File: src/rtl/sticky_status_pkg.sv
// Shared types and default sizing for the sticky status / interrupt block.
//   irq_state_t : interrupt FSM state encoding (2 bits)
//   DEF_WIDTH   : default number of status/event bits
//   DEF_HOLDOFF_W : default width of the hold-off counter
package sticky_status_pkg;

    typedef enum logic [1:0] {
        IDLE    = 2'd0,
        ASSERT  = 2'd1,
        HOLDOFF = 2'd2
    } irq_state_t;

    localparam int DEF_WIDTH     = 8;
    localparam int DEF_HOLDOFF_W = 8;

endpackage

File: src/rtl/edge_detect_vec.sv
// Per-bit event detector.
//   Clk, Rst  : clock, synchronous active-high reset
//   Event_in  : raw hardware event sources
//   Edge_mode : per bit, 1 = rising edge, 0 = level
//   Det       : one-cycle detect (edge) or follow-the-input (level)
module edge_detect_vec #(
    parameter int WIDTH = 8
) (
    input  logic             Clk,
    input  logic             Rst,
    input  logic [WIDTH-1:0] Event_in,
    input  logic [WIDTH-1:0] Edge_mode,
    output logic [WIDTH-1:0] Det
);

    // prev_event clears on reset, so an input already high on the first
    // cycle after reset is seen as a rising edge.
    logic [WIDTH-1:0] prev_event;

    always_ff @(posedge Clk) begin
        if (Rst) prev_event <= '0;
        else     prev_event <= Event_in;
    end

    for (genvar i = 0; i < WIDTH; i++) begin : g_det
        assign Det[i] = Edge_mode[i] ? (Event_in[i] & ~prev_event[i]) : Event_in[i];
    end

endmodule

File: src/rtl/sticky_status_irq.sv
// Sticky hardware status capture with W1C clear, mask and a level interrupt
// with programmable hold-off before re-arming.
//   Clk, Rst     : clock, synchronous active-high reset
//   Event_in     : hardware event sources
//   Edge_mode    : per bit 1 = rising-edge detect, 0 = level
//   Clr_en/Clr_data     : write-1-to-clear strobe and data
//   Mask_wr_en/Mask_data: mask register write (1 = interrupt enabled)
//   Holdoff_in   : hold-off length, sampled when leaving ASSERT
//   Status_out   : sticky status bits
//   Overflow_out : event seen while the status bit was already set
//   Mask_out     : mask register
//   Irq          : interrupt request, high while the FSM is in ASSERT
module sticky_status_irq
    import sticky_status_pkg::*;
#(
    parameter int WIDTH     = DEF_WIDTH,
    parameter int HOLDOFF_W = DEF_HOLDOFF_W
) (
    input  logic                 Clk,
    input  logic                 Rst,
    input  logic [WIDTH-1:0]     Event_in,
    input  logic [WIDTH-1:0]     Edge_mode,
    input  logic                 Clr_en,
    input  logic [WIDTH-1:0]     Clr_data,
    input  logic                 Mask_wr_en,
    input  logic [WIDTH-1:0]     Mask_data,
    input  logic [HOLDOFF_W-1:0] Holdoff_in,
    output logic [WIDTH-1:0]     Status_out,
    output logic [WIDTH-1:0]     Overflow_out,
    output logic [WIDTH-1:0]     Mask_out,
    output logic                 Irq
);

    logic [WIDTH-1:0]     det;
    logic [WIDTH-1:0]     clr;
    logic                 pending;
    irq_state_t           state_q, state_d;
    logic [HOLDOFF_W-1:0] cnt_q, cnt_d;

    edge_detect_vec #(.WIDTH(WIDTH)) u_det (
        .Clk       (Clk),
        .Rst       (Rst),
        .Event_in  (Event_in),
        .Edge_mode (Edge_mode),
        .Det       (det)
    );

    assign clr = Clr_en ? Clr_data : '0;

    // Set wins over a same-cycle clear; an event racing its own clear is
    // treated as a fresh capture, not an overflow.
    always_ff @(posedge Clk) begin
        if (Rst) begin
            Status_out   <= '0;
            Overflow_out <= '0;
            Mask_out     <= '0;
        end else begin
            Status_out   <= (Status_out & ~clr) | det;
            Overflow_out <= (Overflow_out & ~clr) | (det & Status_out & ~clr);
            if (Mask_wr_en) Mask_out <= Mask_data;
        end
    end

    // Registered status and mask only, so Irq trails status by one cycle.
    assign pending = |(Status_out & Mask_out);

    always_ff @(posedge Clk) begin
        if (Rst) begin
            state_q <= IDLE;
            cnt_q   <= '0;
        end else begin
            state_q <= state_d;
            cnt_q   <= cnt_d;
        end
    end

    always_comb begin
        state_d = state_q;
        cnt_d   = cnt_q;
        case (state_q)
            IDLE: begin
                if (pending) state_d = ASSERT;
            end
            ASSERT: begin
                if (!pending) begin
                    if (Holdoff_in != '0) begin
                        state_d = HOLDOFF;
                        cnt_d   = Holdoff_in;
                    end else begin
                        state_d = IDLE;
                    end
                end
            end
            HOLDOFF: begin
                // Counter parks at 1 on exit; it never wraps through zero.
                if (cnt_q <= HOLDOFF_W'(1)) state_d = IDLE;
                else                        cnt_d   = cnt_q - 1'b1;
            end
            default: state_d = IDLE;
        endcase
    end

    assign Irq = (state_q == ASSERT);

endmodule

File: config.mk
export PLATFORM = sky130hd
export DESIGN_NAME = sticky_status_irq
export DESIGN_NICKNAME = d
export VERILOG_FILES = /design/src/rtl/sticky_status_pkg.sv /design/src/rtl/edge_detect_vec.sv /design/src/rtl/sticky_status_irq.sv
export SDC_FILE = /design/constraint.sdc
export NUM_CORES = 1
export LEC_CHECK = 0
export CORE_MARGIN = 1
export CORE_UTILIZATION = 30
export DETAILED_ROUTE_END_ITERATION = 8
export DONT_BUFFER_PORTS = 1
export GPL_TIMING_DRIVEN = 0
export SLEW_MARGIN = 20
export SYNTH_ARGS = -nofsm -noshare
export SYNTH_HDL_FRONTEND = slang
export SYNTH_SLANG_ARGS = --single-unit
File: constraint.sdc
create_clock -name Clk -period 2.34 [get_ports Clk]
set_clock_uncertainty 0.15 [all_clocks]
set_input_delay 0.234 -clock Clk [delete_from_list [all_inputs] [get_ports Clk]]
set_output_delay 0.234 -clock Clk [all_outputs]
set_load 0.05 [all_outputs]
==> reports/metrics.yaml <==
combPwrFrac_pct: 17.2
die_y_um: 79.09
period_needed_ns: 2.158
ios: 69
core_area_um2: 5608
fmax_ghz: 0.4633
routabilityCongestion: 0.8107
post-place-ws_ns: 0.1960
synth.distinct_cells: 39
cts.clk_slew.worst_paths_ns: 0.09
tightest_slew_ns: 0.6035
drive_gt1_share_pct: 10.86
timing.critical_path.from_type: "register"
syn_inst: 189
status: "complete, no violations"
rsz0062_at_grt: "false"
ys_warn_count: 0
fin_crit_sh_pct: 92.24
cp_top_family: "compound AO/OA/AOI/OAI gates"
cp.required_ns: 2.41
cts_max_level: 2
synth-main-ff-cell: "dfxtp_1"
area_growth_pct: 23.79
grt_max_degree: 14
wire_per_inst_um: 15.39
layout_common_cells: "dfxtp_1 (42), dlygate4sd3_1 (25), a21oi_1 (20)"
start_util_pct: 31.79
max-cap-violations: 0
fill_cells: 586
p_leak_uw: 0.0008425
setup_tns_ns: 0
clock-sinks: 42
syn_area_um2: 1783
ys_async_sr_fraction_pct: 0
root_buffer: "clkbuf_8"
pwr-share-clk_pct: 28.0
slew_headroom_pct: 59.71
fp.dieW_um: 79.09
antenna_found_initial: 0
arrival_ns: 2.22
gr-total-overflow: 0
final_hold_viol_count: 0
critical_path.max_stage_delay_ns: 0.52
seqCellArea_um2: 840.8
ys_seq_area_share_pct: 47.16
vias: 1515
cts_tree: "done"
track_usage_pct: 14.89
path_buf_inv: 0
dieArea_um2: 6255
synth.avg_cell_area_um2: 9.434
setup_viol: 0
drt_wl_total_um: 4510
syn_nets: 235
crit_path_top_delay_cell: "dfxtp_1"
drtAntennaViolNets: 0
swShare_pct: 32.48
slew_violations: 0
antennaDiodeCount: 0
num_rows: 27
multiInputGateArea_um2: 869.6
dp_hpwl_um: 3190
numCtsBuffers: 5
finalNetCount: 267
via_per_inst: 5.171
mostFrequentLayoutCell: "dfxtp_1"
end_kind: "register"
grt_pass1_wl_um: 7093
critPathMaxFanout: 7
grt_pass1_vias: 1486
pwr-share-seq_pct: 54.9
synth_edf_count: 0
drt_iter0_drc: 53
drcViolationCount: 0
switching_power_uw: 532.8
crit_type: "register to register"
fin_ws_ns: 0.1815
synth_seq_cells: 42
powerDensity_nw_per_um2: 743.1
port_buffers: 0
ir_worst_vdd_v: 0.0003571
p_int_uw: 1107
clock_latency_ns: 0.29
cts_buffer_depth: 2
hp-class: "input port to register"
drtPass1Iterations: 4
cp_cell_sequence: "a22o_1 > o41a_1 > a211o_4 > o22ai_1"
power by group through the flow:
stage,clock (uW),combinational [uW],sequential [uW]
5_1_grt,503,313,907
6_report,459,281,900
4_1_cts,477,283,899
3_5_place_dp,0,247,916
3_3_place_gp,0,244,916
2_1_floorplan,0,203,902
stage by stage:
stage	cell area, um^2	total power, uW	cells	util (%)	hold slack (ns)
2_1_floorplan	1783	1105	189	-	0.1854
3_3_place_gp	1873	1160	261	33.40	0.1870
3_5_place_dp	1873	1163	261	33.40	0.1897
4_1_cts	2207	1660	293	39.36	0.001150
5_1_grt	2207	1723	293	39.36	0.01847
6_report	2207	1640	293	39.36	0.01140
sequential cells by signal, summed over array words and instances, names as in the netlist:
name and flops:
Mask_out 8, Overflow_out 8, Status_out 8, cnt_q 8, state_q 2, u_det.prev_event 8
synthesized netlist by cell type, types with 2 or more instances:
cell type | instances | area share [%]
dfxtp_1 | 42 | 47
a21oi_1 | 20 | 5.6
nor2_1 | 19 | 4.0
nand2_1 | 12 | 2.5
a211oi_1 | 9 | 3.8
a21boi_0 | 9 | 3.8
mux2i_1 | 8 | 4.5
nor2b_1 | 8 | 2.8
clkbuf_1 | 6 | 1.3
inv_1 | 6 | 1.3
o22ai_1 | 6 | 2.1
nor3_1 | 4 | 1.1
o21ai_0 | 4 | 1.1
nand2b_1 | 3 | 1.1
a22o_1 | 2 | 0.98
a22o_2 | 2 | 1.1
clkbuf_8 | 2 | 1.5
ha_1 | 2 | 1.4
nor4_1 | 2 | 0.70
or2_2 | 2 | 0.70
or3_2 | 2 | 0.84
or4_1 | 2 | 0.84
kinds of logic (layout without fill, tap and decap cells):
| group | count (synthesis) | after routing | synth area share, % |
|---|---|---|---|
| simple gates | 59 | 59 | 16.91 |
| fa+ha+maj | 2 | 2 | 1.403 |
| mux | 8 | 8 | 4.491 |
| buf+inv | 14 | 46 | 4.070 |
| flops | 42 | 42 | 47.16 |
| compound gates | 64 | 64 | 25.97 |
metal layers:
metal	part of all wire (%)	wire, um	track usage, %
met4	0.75	34	4.364
met2	46	2057	23.79
met3	7.8	352	4.943
met1	46	2065	18.95
met5	0	0	0
worst paths after layout:
path                 start         end  slack (ns)  cells past startpoint
max          Status_out[5]    cnt_q[5]        0.18                      4
min          Holdoff_in[2]    cnt_q[2]        0.01                      2
max reg2reg  Status_out[5]    cnt_q[5]        0.18                      4
min reg2reg     state_q[1]  state_q[0]        0.31                      1
timing repair:
| item | in CTS | in global routing |
|---|---|---|
| setup buffers | 0 | 0 |
| hold buffers | 25 | 0 |
| resized for setup | 0 | 0 |
| endpoints found under the hold margin | 31 | 0 |
area by class of cell:
cell class	instances	area share, %
clock inverter	2	0.6803
inverter	6	1.020
tap	72	4.082
timing repair buffer	25	11.34
sequential	42	38.10
buffer	8	2.268
multi-input combinational	133	39.40
clock buffer	5	3.118
Note: power is estimated with default switching activity, not from simulation.
==> variant 1, RTL diff (same flow settings) <==
The package constant `DEF_HOLDOFF_W` goes from 8 to 9.
--- a/src/rtl/sticky_status_pkg.sv
+++ b/src/rtl/sticky_status_pkg.sv
@@ -13,3 +13,3 @@
     localparam int DEF_WIDTH     = 8;
-    localparam int DEF_HOLDOFF_W = 8;
+    localparam int DEF_HOLDOFF_W = 9;
 
Interface: changed (resized Holdoff_in); port bits go from 69 to 70. No check against the original RTL was run, so the function may have changed too.
==> variant 1 against the unedited design <==
Final cell count rose by 9.9%. Clock power grew 32%. Setup slack improved by 0.11 ns. Utilization increased by 0.074 points. Routed wire length rose by 15%. Power up 9.2%. Synthesized area grew 6.7%. Via count up 15%. Non-clock buffer count up 3. Count of clock-buffer cells in the layout up 1. Final area increased by 7.7%. Sequential cell count up 1. Sequential power rose by 2%. First-iteration DRC count increased by 13%. Critical endpoint is now cnt_q[7]. Largest cell class unchanged. Largest power group unchanged. Highest routed layer unchanged.
==> variant 1: results (changes against the unedited design) <==
Status
  – Status: finished, final reports clean (unchanged)

Logic synthesis
  – Seq/Total Area, Yosys: 45.26% (was 47.16%)
  – Syn nets: 260 (was 235)
  – Count of cell types in the netlist: 36 (was 39)
  – Post-synth EDFFs: 0 (unchanged)
  – Synth Area per Inst: 8.929 um^2 (was 9.434 um^2)
  – Synth cell count leaders: dfxtp_1 (43), nor2_1 (27), a21oi_1 (22) (was dfxtp_1 (42), a21oi_1 (20), nor2_1 (19))
  – Top area cells in the synthesized netlist: dfxtp_1 (45%), a21oi_1 (5.8%), nor2_1 (5.3%) (was dfxtp_1 (47%), a21oi_1 (5.6%), mux2i_1 (4.5%))

Routing
  – Routed Antenna Nets: 0 (unchanged)
  – Vias/cell: 5.398 (was 5.171)
  – Wire per inst: 16.08 um (was 15.39 um)
  – Starting DRC count in detailed routing: 60 (was 53)

Pwr
  – Comb. pwr: 274 uW (was 281 uW)
  – Worst vdd ir: 294.4 uV (was 357.1 uV)
  – Int Power: 1248 uW (was 1107 uW)
  – Leakage: 0.0008919 uW (was 0.0008425 uW)
  – Clk power: 604 uW (was 459 uW)
  – Overall Power: 1792 uW (was 1640 uW)

Worst hold path
  – Worst Hold Path Cells: 3 (was 2)
  – Hold Startpoint: Clr_data[6] (was Holdoff_in[2])
  – Tightest Hold Check Type: input port to flip-flop (unchanged)
  – Hold endpoint: Status_out[6] (was cnt_q[2])

Global routing
  – GRT Total Usage: 16.22% (was 14.89%)
  – Vias in the first global route: 1701 (was 1486)
  – First-pass GRT wire length: 8114 um (was 7093 um)

Placed design
  – Gpl congestion: 0.8040 (was 0.8107)
  – Post-DP HPWL: 3737 um (was 3190 um)

Critical path
  – Crit-path leading delay family: simple AND/OR/NAND/NOR gates (was compound AO/OA/AOI/OAI gates)
  – Worst Path Arrival: 2.06 ns (was 2.22 ns)
  – Worst flop-to-flop path startpoint: state_q[0] (was Status_out[5])
  – Worst r2r dst: cnt_q[7] (was cnt_q[5])
  – CP max-delay cell: nor2b_2 (was dfxtp_1)
  – Max incr delay on CP: 0.57 ns (was 0.52 ns)
  – Setup slack, reg-to-reg: 0.29 ns (was 0.18 ns)

Clock network
  – Clock transition at path regs: 0.09 ns (about the same)

Cells and area
  – Fill count: 634 (was 586)
  – Share of cells above drive strength 1: 6.478% (was 10.86%)
  – Layout Cells excl Fill: 322 (was 293)

STA
  – Worst-margin pin slew: 0.7608 ns (was 0.6035 ns)
  – Final hold slack: 0.008347 ns (was 0.01140 ns)
variant 1: how the worst max path moves through the flow:
stage               startpoint        to
finish              state_q[0]  cnt_q[7]
global route          cnt_q[0]  cnt_q[8]
CTS                 state_q[0]  cnt_q[7]
detailed placement  state_q[0]  cnt_q[7]
global placement    state_q[0]  cnt_q[6]
floorplan           state_q[0]  cnt_q[2]
variant 1: metal layers:
metal,vias to the layer above,global-route usage [%],routed length (um)
met1,817,19.65,2220
met2,77,27.67,2416
met3,5,5.444,499
met4,0,3.684,43
li1,839,-,-
met5,-,0,0
variant 1: cell families after synthesis:
group / Yosys count / share of synthesized area, %
AO/OA/AOI/OAI: 64 / 23.62
multiplexers: 9 / 4.737
AND/OR/NAND/NOR: 83 / 22.70
adder cells (fa/ha/maj): 2 / 1.316
buffers and inverters: 12 / 2.369
flip-flops: 43 / 45.26
variant 1: through the flow:
stage / area, um^2 / setup slack, ns
after global routing: 2376 / 0.1186
after floorplan: 1902 / 0.2972
after detailed placement: 1996 / -0.01958
final: 2376 / 0.2949
after global placement: 1996 / -0.008261
after CTS: 2376 / 0.2989
variant 1: final cells by class:
cell class	instances	area, um^2	share of cell area [%]
buffer	10	37.54	1.580
inverter	2	7.507	0.3160
tap	75	93.84	3.949
sequential	43	860.8	36.23
timing repair buffer	26	260.3	10.95
clock inverter	2	35.03	1.474
clock buffer	6	82.58	3.476
multi-input combinational	158	998.5	42.02
variant 1: worst reg2reg max path: stages, from the launching register on:
cell and delay [ns]:
dfxtp_1 0.38, nor2b_2 0.57, o31ai_2 0.18, nor2_1 0.45, o32ai_1 0.18
variant 1: timing repair:
action	in CTS	in global routing
hold buffers	26	0
resized for setup	1	0
hold endpoints to repair	36	0
endpoints found under the setup margin	7	0
==> variant 2, RTL diff (config.mk and constraints unchanged) <==
Without the edit above. Encoding of `irq_state_t`: now one-hot (3 bits for 3 states).
--- a/src/rtl/sticky_status_pkg.sv
+++ b/src/rtl/sticky_status_pkg.sv
@@ -6,6 +6,6 @@
 
-    typedef enum logic [1:0] {
-        IDLE    = 2'd0,
-        ASSERT  = 2'd1,
-        HOLDOFF = 2'd2
+    typedef enum logic [2:0] {
+        IDLE    = 3'b001,
+        ASSERT  = 3'b010,
+        HOLDOFF = 3'b100
     } irq_state_t;
Check against the original RTL: no difference found for any inputs over 10 cycles, from zero or initial values and one cycle with Rst high; not proved beyond that.
==> variant 2 against the unedited design <==
Sequential power down 1%. Final area up 2.1%. Routed wire length rose by 4.6%. Largest cell class unchanged. Synthesized area grew 2.1%. Critical path type unchanged. Highest routed layer unchanged. Sequential cell count up 1. Setup slack got worse by 0.075 ns. Power shrank 8.0%. Utilization shrank 1.1 points.
==> variant 2: results (changes against the unedited design) <==
Status
  – Status: finished, final reports clean (unchanged)

Logic synthesis
  – Synth cell count leaders: dfxtp_1 (43), a21oi_1 (26), nor2_1 (26) (was dfxtp_1 (42), a21oi_1 (20), nor2_1 (19))
  – Async set-reset flop share out of synthesis: 0% (unchanged)
  – Seq/Total Area, Yosys: 47.29% (was 47.16%)
  – Post-synthesis adder-cell area fraction: 1.375% (was 1.404%)
  – Mux contribution to synthesized area: 5.567% (was 4.491%)
  – Post-Synthesis Cells: 206 (was 189)
  – Top area cells in the synthesized netlist: dfxtp_1 (47%), a21oi_1 (7.1%), nor2_1 (5.4%) (was dfxtp_1 (47%), a21oi_1 (5.6%), mux2i_1 (4.5%))
  – Compound-Gate Fraction of Synth Area: 22.89% (was 25.96%)
  – Count of cell types in the netlist: 39 (unchanged)
  – Syn nets: 252 (was 235)
  – Synth warn: 0 (unchanged)

Critical path
  – Setup slack, reg-to-reg: 0.11 ns (was 0.18 ns)
  – CP max-delay cell: dfxtp_1 (unchanged)
  – Worst Path Max Fanout: 10 (was 7)
  – Crit-path leading delay family: flip-flops (was compound AO/OA/AOI/OAI gates)
  – Max incr delay on CP: 0.68 ns (was 0.52 ns)
  – Setup crit start: Mask_out[5] (was Status_out[5])
  – Worst Path Arrival: 2.25 ns (was 2.22 ns)

Routing
  – DR vias: 1577 (was 1515)
  – Drt pass-1 iters: 4 (unchanged)
  – Starting DRC count in detailed routing: 46 (was 53)
  – Met2 routed WL: 2207 um (was 2057 um)
  – Routed WL: 4717 um (was 4510 um)
  – DRT met1 WL: 2123 um (was 2065 um)
  – DR WL met3: 328 um (was 352 um)
  – Highest metal used: met4 (unchanged)
  – Wire per inst: 15.07 um (was 15.39 um)

Placed design
  – Post-DP HPWL: 3311 um (was 3190 um)
  – Buffers on Ports: 0 (unchanged)
  – Placed insts: 281 (was 261)
  – Gpl congestion: 0.8027 (was 0.8107)

Pwr
  – Worst vdd ir: 369.7 uV (was 357.1 uV)
  – Sw power: 452.3 uW (was 532.8 uW)
  – Leakage: 0.0008325 uW (was 0.0008425 uW)

Global routing
  – Largest net degree at the start of global routing: 14 (unchanged)
  – Initial antenna violation count: 0 (unchanged)
  – First-pass GRT wire length: 7527 um (was 7093 um)
  – GRT Total Usage: 15.71% (was 14.89%)
  – Vias in the first global route: 1545 (was 1486)

STA
  – Worst-margin pin slew: 0.8800 ns (was 0.6035 ns)

Clock network
  – Total CTS buffers: 5 (unchanged)
  – Clock transition at path regs: 0.08 ns

Worst hold path
  – Hold Startpoint: Holdoff_in[7] (was Holdoff_in[2])
  – Tightest Hold Check Type: input port to flip-flop (unchanged)

Cells and area
  – Share of cells above drive strength 1: 8.403% (was 10.86%)
variant 2: area by class of cell:
| type | count | area, um^2 |
|---|---|---|
| Buffer | 11 | 50.05 |
| Clock buffer | 5 | 68.82 |
| Clock inverter | 2 | 13.76 |
| Fill cell | 620 | 3632 |
| Inverter | 2 | 7.507 |
| Multi-Input combinational cell | 150 | 902.1 |
| Sequential cell | 43 | 867.1 |
| Tap cell | 75 | 93.84 |
| Timing Repair Buffer | 25 | 250.2 |
variant 2: path summary, 6_finish.rpt:
kind                   end  depth (start not counted)
setup reg to reg  cnt_q[1]                          6
hold / removal    cnt_q[7]                          3
setup / recovery  cnt_q[1]                          6
hold reg to reg   cnt_q[7]                          2
variant 2: repair_timing:
action                                  CTS  global route
resized for setup                         0             5
endpoints found under the hold margin    33             0
hold buffers                             25             0
buffers inserted                          0             0
endpoints found under the setup margin    0             3
variant 2: power by group through the flow:
stage / registers [uW] / clock network (uW) / logic, uW
global route: 896 / 507 / 181
floorplan: 895 / 0 / 101
detailed placement: 906 / 0 / 128
CTS: 889 / 480 / 163
finish: 890 / 456 / 162
global placement: 906 / 0 / 125
variant 2: worst min-delay path, delay by kind of cell:
kind,cells,cell delay (ns)
AND/OR/NAND/NOR,1,0.04
AO/OA/AOI/OAI,2,0.15
variant 2: routing by layer:
layer	GRT usage [%]	vias to the layer above
li1	-	790
met3	4.343	8
met5	0	-
met1	19.57	727
met4	4.821	0
met2	26.15	52
variant 2: cells by family after synthesis:
group	Yosys count
buf+inv	13
fa+ha+maj	2
simple gates	74
mux	10
compound gates	64
flops	43
variant 2: per-stage QoR:
| stage | area [um^2] | worst slack [ns] | total power, uW | util (%) | hold WS, ns |
|---|---|---|---|---|---|
| 2_1_floorplan | 1821 | 0.3587 | 995.6 | - | 0.1854 |
| 3_3_place_gp | 1914 | 0.04791 | 1030 | 32.53 | 0.1873 |
| 3_5_place_dp | 1914 | 0.02985 | 1034 | 32.53 | 0.1899 |
| 4_1_cts | 2247 | 0.03071 | 1532 | 38.18 | 0.02235 |
| 5_1_grt | 2253 | 0.001301 | 1584 | 38.29 | 0.03901 |
| 6_report | 2253 | 0.1062 | 1508 | 38.29 | 0.02915 |
